`src/rtl/video_timing_pkg.sv`:
```
// Shared timing presets, colour-bar palette and pattern encodings for video_timing_gen.
// Both presets follow the CEA/VESA timing tables for their modes.
package video_timing_pkg;

    // 640x480 @ 60 Hz preset
    localparam int VGA_H_ACTIVE = 640;
    localparam int VGA_H_FP     = 16;
    localparam int VGA_H_SYNC   = 96;
    localparam int VGA_H_BP     = 48;
    localparam int VGA_V_ACTIVE = 480;
    localparam int VGA_V_FP     = 10;
    localparam int VGA_V_SYNC   = 2;
    localparam int VGA_V_BP     = 33;
    localparam bit VGA_HS_POL   = 1'b0;
    localparam bit VGA_VS_POL   = 1'b0;

    // 1280x720 @ 60 Hz preset
    localparam int HD720_H_ACTIVE = 1280;
    localparam int HD720_H_FP     = 110;
    localparam int HD720_H_SYNC   = 40;
    localparam int HD720_H_BP     = 220;
    localparam int HD720_V_ACTIVE = 720;
    localparam int HD720_V_FP     = 5;
    localparam int HD720_V_SYNC   = 5;
    localparam int HD720_V_BP     = 20;
    localparam bit HD720_HS_POL   = 1'b1;
    localparam bit HD720_VS_POL   = 1'b1;

    localparam int DEFAULT_CW = 12;

    typedef logic [23:0] rgb_t;

    localparam rgb_t BAR_WHITE   = 24'hFFFFFF;
    localparam rgb_t BAR_YELLOW  = 24'hFFFF00;
    localparam rgb_t BAR_CYAN    = 24'h00FFFF;
    localparam rgb_t BAR_GREEN   = 24'h00FF00;
    localparam rgb_t BAR_MAGENTA = 24'hFF00FF;
    localparam rgb_t BAR_RED     = 24'hFF0000;
    localparam rgb_t BAR_BLUE    = 24'h0000FF;
    localparam rgb_t BAR_BLACK   = 24'h000000;

    localparam int NUM_BARS = 8;

    typedef enum logic [1:0] {
        PAT_BARS  = 2'd0,
        PAT_RAMP  = 2'd1,
        PAT_CHECK = 2'd2,
        PAT_WHITE = 2'd3
    } pattern_t;

    function automatic int axis_total(input int active, input int fp, input int sync, input int bp);
        return active + fp + sync + bp;
    endfunction

    // Index NUM_BARS and above means "past the last bar" and maps to black.
    function automatic rgb_t bar_colour(input logic [3:0] idx);
        rgb_t c;
        case (idx)
            4'd0:    c = BAR_WHITE;
            4'd1:    c = BAR_YELLOW;
            4'd2:    c = BAR_CYAN;
            4'd3:    c = BAR_GREEN;
            4'd4:    c = BAR_MAGENTA;
            4'd5:    c = BAR_RED;
            4'd6:    c = BAR_BLUE;
            default: c = BAR_BLACK;
        endcase
        return c;
    endfunction

endpackage

```
`src/rtl/sync_axis_counter.sv`:
```
// One raster axis: a wrapping position counter plus active/sync region decode.
// The decode is combinational on the count; the caller registers it.
module sync_axis_counter #(
    parameter int ACTIVE = 640,
    parameter int FP     = 16,
    parameter int SYNC   = 96,
    parameter int BP     = 48,
    parameter bit POL    = 1'b0,
    parameter int CW     = 12
) (
    input  logic          clk,
    input  logic          rst,
    input  logic          step,
    output logic [CW-1:0] count,
    output logic          in_active,
    output logic          sync,
    output logic          wrap
);

    localparam int TOTAL = ACTIVE + FP + SYNC + BP;

    localparam logic [CW-1:0] LAST       = CW'(TOTAL - 1);
    localparam logic [CW-1:0] ACT_END    = CW'(ACTIVE);
    localparam logic [CW-1:0] SYNC_START = CW'(ACTIVE + FP);
    localparam logic [CW-1:0] SYNC_END   = CW'(ACTIVE + FP + SYNC);

    assign wrap = step && (count == LAST);

    always_ff @(posedge clk) begin
        if (rst) begin
            count <= '0;
        end else if (step) begin
            count <= wrap ? '0 : count + CW'(1);
        end
    end

    assign in_active = (count < ACT_END);

    // For the vertical axis the count only moves on line wrap, so sync is whole-line.
    assign sync = ((count >= SYNC_START) && (count < SYNC_END)) ? POL : ~POL;

endmodule

```
`src/rtl/video_timing_gen.sv`:
```
// Raster timing and test-pattern generator feeding the TMDS encoders.
// Every output is registered from the same (h, v) state, giving one cycle of latency.
module video_timing_gen
    import video_timing_pkg::*;
#(
    parameter int H_ACTIVE = VGA_H_ACTIVE,
    parameter int H_FP     = VGA_H_FP,
    parameter int H_SYNC   = VGA_H_SYNC,
    parameter int H_BP     = VGA_H_BP,
    parameter int V_ACTIVE = VGA_V_ACTIVE,
    parameter int V_FP     = VGA_V_FP,
    parameter int V_SYNC   = VGA_V_SYNC,
    parameter int V_BP     = VGA_V_BP,
    parameter bit HS_POL   = VGA_HS_POL,
    parameter bit VS_POL   = VGA_VS_POL,
    parameter int CW       = DEFAULT_CW
) (
    input  logic          clk,
    input  logic          rst,
    input  logic [1:0]    pattern_sel,
    output logic [CW-1:0] hcount,
    output logic [CW-1:0] vcount,
    output logic          hsync,
    output logic          vsync,
    output logic          vde,
    output logic [7:0]    red,
    output logic [7:0]    green,
    output logic [7:0]    blue,
    output logic          frame_start
);

    localparam int H_TOTAL = axis_total(H_ACTIVE, H_FP, H_SYNC, H_BP);
    localparam int V_TOTAL = axis_total(V_ACTIVE, V_FP, V_SYNC, V_BP);
    localparam int BAR_W   = H_ACTIVE / NUM_BARS;

    localparam logic [CW-1:0] BAR_LAST = CW'(BAR_W - 1);
    localparam logic [3:0]    BAR_PAST = 4'(NUM_BARS);

    logic [CW-1:0] h;
    logic [CW-1:0] v;
    logic          h_active;
    logic          v_active;
    logic          h_sync_lvl;
    logic          v_sync_lvl;
    logic          h_wrap;
    logic          v_wrap;

    sync_axis_counter #(
        .ACTIVE (H_ACTIVE),
        .FP     (H_FP),
        .SYNC   (H_SYNC),
        .BP     (H_BP),
        .POL    (HS_POL),
        .CW     (CW)
    ) u_h_axis (
        .clk       (clk),
        .rst       (rst),
        .step      (1'b1),
        .count     (h),
        .in_active (h_active),
        .sync      (h_sync_lvl),
        .wrap      (h_wrap)
    );

    sync_axis_counter #(
        .ACTIVE (V_ACTIVE),
        .FP     (V_FP),
        .SYNC   (V_SYNC),
        .BP     (V_BP),
        .POL    (VS_POL),
        .CW     (CW)
    ) u_v_axis (
        .clk       (clk),
        .rst       (rst),
        .step      (h_wrap),
        .count     (v),
        .in_active (v_active),
        .sync      (v_sync_lvl),
        .wrap      (v_wrap)
    );

    // High exactly while (h, v) == (0, 0); both counters land there after reset or a frame wrap.
    logic origin;

    always_ff @(posedge clk) begin
        if (rst) begin
            origin <= 1'b1;
        end else begin
            origin <= v_wrap;
        end
    end

    // Bar position tracked alongside h so no divider is needed.
    logic [CW-1:0] bar_pix;
    logic [3:0]    bar_idx;

    always_ff @(posedge clk) begin
        if (rst || h_wrap) begin
            bar_pix <= '0;
            bar_idx <= '0;
        end else if (bar_pix == BAR_LAST) begin
            bar_pix <= '0;
            if (bar_idx != BAR_PAST) begin
                bar_idx <= bar_idx + 4'd1;
            end
        end else begin
            bar_pix <= bar_pix + CW'(1);
        end
    end

    // Pixel (0,0) already uses the newly sampled selection, so the frame never tears.
    pattern_t pat_q;
    pattern_t pat_cur;

    assign pat_cur = origin ? pattern_t'(pattern_sel) : pat_q;

    always_ff @(posedge clk) begin
        if (rst) begin
            pat_q <= PAT_BARS;
        end else if (origin) begin
            pat_q <= pat_cur;
        end
    end

    logic de_now;
    rgb_t pix;

    assign de_now = h_active && v_active;

    always_comb begin
        pix = BAR_BLACK;
        if (de_now) begin
            case (pat_cur)
                PAT_BARS:  pix = bar_colour(bar_idx);
                PAT_RAMP:  pix = {3{h[7:0]}};
                PAT_CHECK: pix = (h[3] ^ v[3]) ? BAR_WHITE : BAR_BLACK;
                PAT_WHITE: pix = BAR_WHITE;
                default:   pix = BAR_BLACK;
            endcase
        end
    end

    always_ff @(posedge clk) begin
        if (rst) begin
            hcount      <= '0;
            vcount      <= '0;
            hsync       <= ~HS_POL;
            vsync       <= ~VS_POL;
            vde         <= 1'b0;
            red         <= 8'h00;
            green       <= 8'h00;
            blue        <= 8'h00;
            frame_start <= 1'b0;
        end else begin
            hcount      <= h;
            vcount      <= v;
            hsync       <= h_sync_lvl;
            vsync       <= v_sync_lvl;
            vde         <= de_now;
            red         <= pix[23:16];
            green       <= pix[15:8];
            blue        <= pix[7:0];
            frame_start <= origin;
        end
    end

endmodule

```
`config.mk`:
```
export PLATFORM = sky130hd
export DESIGN_NAME = video_timing_gen
export DESIGN_NICKNAME = d
export VERILOG_FILES = /design/src/rtl/video_timing_pkg.sv /design/src/rtl/sync_axis_counter.sv /design/src/rtl/video_timing_gen.sv
export SDC_FILE = /design/constraint.sdc
export NUM_CORES = 1
export LEC_CHECK = 0
export BUFFER_PORTS_ARGS = -buffer_cell sky130_fd_sc_hd__buf_2
export CELL_PAD_IN_SITES_DETAIL_PLACEMENT = 0
export CELL_PAD_IN_SITES_GLOBAL_PLACEMENT = 1
export CORE_MARGIN = 4
export CORE_UTILIZATION = 38
export CTS_CLUSTER_DIAMETER = 40
export DETAILED_ROUTE_END_ITERATION = 10
export PLACE_DENSITY_LB_ADDON = 0.1
export SLEW_MARGIN = 20
export SYNTH_ARGS = -nofsm -noshare
export SYNTH_HDL_FRONTEND = slang
export SYNTH_SLANG_ARGS = --single-unit
```
`constraint.sdc`:
```
create_clock -name clk -period 1.9 [get_ports clk]
set_input_delay 0.38 -clock clk [delete_from_list [all_inputs] [get_ports clk]]
set_output_delay 0.38 -clock clk [all_outputs]
set_load 0.05 [all_outputs]
```
==> impl_metrics.yaml <==
sta:
  final-max-slew-violation-count: 0
  hold-worst-slack_ps: 328
  final.setup.worst_slack_ps: -174
  final_min_period_over_clock_period_pct: 109
  max-slew-margin-rel_pct: 66.2
  setup_tns_ps: -683
  finalHoldViolations: 0
  max_freq_ghz: 0.482
  actual_transition_at_the_worst_max_transition_pin_ps: 500
  timing.final.crit_period_ps: 2070
  rsz_0062_raised_after_global_routing: "true"
  final-setup-viol-count: 7
  worst_clock_skew_ps: 7.73
logic_synthesis:
  syn_avg_cell_area_sq_um: 9.44
  flip_flop_and_latch_count_after_synthesis: 95
  postSynthCellCount: 371
  mappedNetlistNets: 384
  yosysWarningCount: 0
  synth_flop_cell: "dfxtp_1"
  syn-cell-area_sq_um: 3500
  sequential_share_of_the_synthesized_area_pct: 54.3
  distinct_cell_type_count_after_synthesis: 39
  count_of_flip_flops_with_a_built_in_enable_after_synthesis: 0
  postSynth.asyncResetShare_pct: 0
power:
  comb_power_share_pct: 11.2
  cellLeakagePower_nw: 1.79
  fraction_of_power_consumed_by_sequential_logic_pct: 55.9
  switching_share_pct: 28.7
  clockPowerShare_pct: 32.9
  total_power_w: 0.00372
  switchingPower_w: 0.00107
  irDropWorstVdd_mv: 0.306
  power_density_nw_per_um2: 851
  p_int_w: 0.00265
clocking:
  clock_sinks: 95
  worstSkewPairLatency_ps: 360
  cts.clk_slew.worst_paths_ps: 90
  cts_root_buf: "clkbuf_8"
  cts_made_buffers: 9
  htree_depth: 3
  cts_tree: "done"
  cts_buffer_depth: 2
  ctsHoldBuffers: 0
cells_and_area:
  fin_nets: 473
  antenna_cells: 0
  syn2layout_area_growth_pct: 24.9
  layout.cell_area.non_filler_sq_um: 4380
  layout.cells.most_common: "dfxtp_1"
  filler_cell_count: 869
  proportion_of_layout_cells_with_a_drive_suffix_above_1_pct: 26.9
  mostFrequentLayoutCells: "dfxtp_1, buf_2, nor2_1"
setup_path:
  timing.critical_path.cells: "or4b_4 > or4_4 > or4_1 > a21oi_1"
  top_delay_family_on_crit_path: "simple AND/OR/NAND/NOR gates"
  crit_slowest_cell: "or4b_4"
  worst-path-buf-inv: 0
  reg2regPathDepth: 4
  r2r_slack_ps: -170
  timing.critical_path.fanout_max: 5
  critical_path.max_stage_delay_ps: 540
  critPathRequiredTime_ps: 2190
  end_kind: "flip-flop"
  regToRegEndpoint: "u_v_axis.count[5]"
  crit-reg2reg-launch: "u_h_axis.count[5]"
  critPathLaunchType: "flip-flop"
  worst-endpoint-arrival_ps: 2360
  critPathKind: "reg -> reg"
  crit_start: "u_h_axis.count[5]"
drt:
  drt_wl_total_microns: 7910
  detail_route.drc_violations: 0
  drt_iter0_markers: 100
  detailedRoute.firstPassIterationCount: 5
  drt.antenna.violating_nets: 0
  wl_per_cell_microns: 13.8
  route.detailed.vias_per_inst: 5.02
  detailroute.via_count: 2876
floorplan:
  row_count: 34
  design.portCount: 56
  fp.dieW_microns: 104
  die_y_microns: 104
  floorplan.initialDensity_pct: 39.6
  core_area_sq_um: 8850
  die-area_sq_um: 10800
global_route:
  track_usage_pct: 15.1
  grt_pass1_wl_microns: 13200
  antenna_violations_before_repair: 0
  grt_overflow_total: 0
  maximum_number_of_pins_on_one_net_before_global_route_repair: 36
  vias_in_the_first_global_route: 2747
placement:
  pre_cts_slack_ps: -195
  buffer_ports.inserted: 55
  dp.final_hpwl_microns: 5580
  gp_congestion: 0.770
  place_area_sq_um: 4120
min_path:
  worst_hold_path_type: "in -> reg"
  timing.hold.worst_path_depth: 3
  hold_start: "pattern_sel[0]"
  whs_endpoint: "pat_q[0]"
run_status:
  violations: "setup timing"
  outcome: "finished, violations left"
run:
  cap_violations: 0
## cell type report
class	instances	area (sq um)	share of cell area (%)
Inverter	18	67.6	1.54
Clock buffer	10	128	2.92
Sequential cell	95	1900	43.5
Multi-Input combinational cell	244	1530	35.1
Tap cell	108	135	3.09
Timing Repair Buffer	92	557	12.7
Clock inverter	6	52.6	1.20
## per-stage QoR
stage	utilization, %	cells
after detailed placement	46.5	553
after floorplan	-	371
after CTS	49.1	573
final	49.4	573
after global routing	49.4	573
after global placement	46.5	553
## cell usage after synthesis, types with 8 or more instances
master    count  share of area [%]
dfxtp_1      95                 54
a21oi_1      40                5.7
nor2_1       40                4.3
nand2_1      20                2.1
inv_1        18                1.9
nor2b_1      16                2.9
xnor2_1      16                4.0
nand3_1      14                2.0
nand4_1      13                2.3
clkbuf_1      9               0.96
ha_1          9                3.2
o21ai_0       9                1.3
or3_1         8                1.4
## how the worst max path moves through the flow
stage,slack (ps),endpoint,cells past startpoint
2_1_floorplan,-140,u_v_axis.count[5],5
3_3_place_gp,-180,u_v_axis.count[5],4
3_5_place_dp,-190,u_v_axis.count[5],4
4_1_cts,-110,u_v_axis.count[5],4
5_1_grt,-220,u_v_axis.count[5],4
6_report,-170,u_v_axis.count[5],4
## state kept, by name, summed over array words and instances, names as in the netlist
name	cells
bar_idx	4
bar_pix	12
blue	8
frame_start	1
green	8
hcount	12
hsync	1
origin	1
pat_q	2
red	8
u_h_axis.count	12
u_v_axis.count	12
vcount	12
vde	1
vsync	1
## worst min-delay path, delay by kind of cell
| kind | cells | cell delay (ps) |
|---|---|---|
| and+or+nand+nor | 1 | 90 |
| muxes | 1 | 90 |
| buffers and inverters | 1 | 80 |
## repair_timing
item,CTS,global route
resized for setup,4,6
hold endpoints to repair,0,0
cloned,1,0
pin swaps,3,0
setup endpoints to repair,14,40
setup buffers,3,0
## kinds of logic after synthesis
group	synth area share (%)
buffers and inverters	3.86
DFF	54.3
AOI/OAI and AO/OA	9.15
and+or+nand+nor	22.7
muxes	1.50
xor gates and xnor gates	5.25
adders and majority gates	3.22
## power by group through the flow
stage / clock network [W] / registers, W / logic [W]
floorplan: 0 / 0.00233 / 0.000104
global placement: 0 / 0.00213 / 0.000413
detailed placement: 0 / 0.00213 / 0.000413
CTS: 0.00127 / 0.00208 / 0.000416
global route: 0.00135 / 0.00209 / 0.000442
finish: 0.00123 / 0.00208 / 0.000416
## per-layer routing
| layer | share of wire [%] | global-route usage (%) | vias to the layer above | wire [microns] |
|---|---|---|---|---|
| met5 | 0 | 0 | - | 0 |
| met4 | 1.2 | 6.27 | 0 | 93 |
| met3 | 3.9 | 2.79 | 7 | 310 |
| met2 | 47 | 24.8 | 60 | 3700 |
| met1 | 48 | 19.4 | 1347 | 3800 |
| li1 | - | - | 1462 | - |
Power figures use the tool's default switching activity.
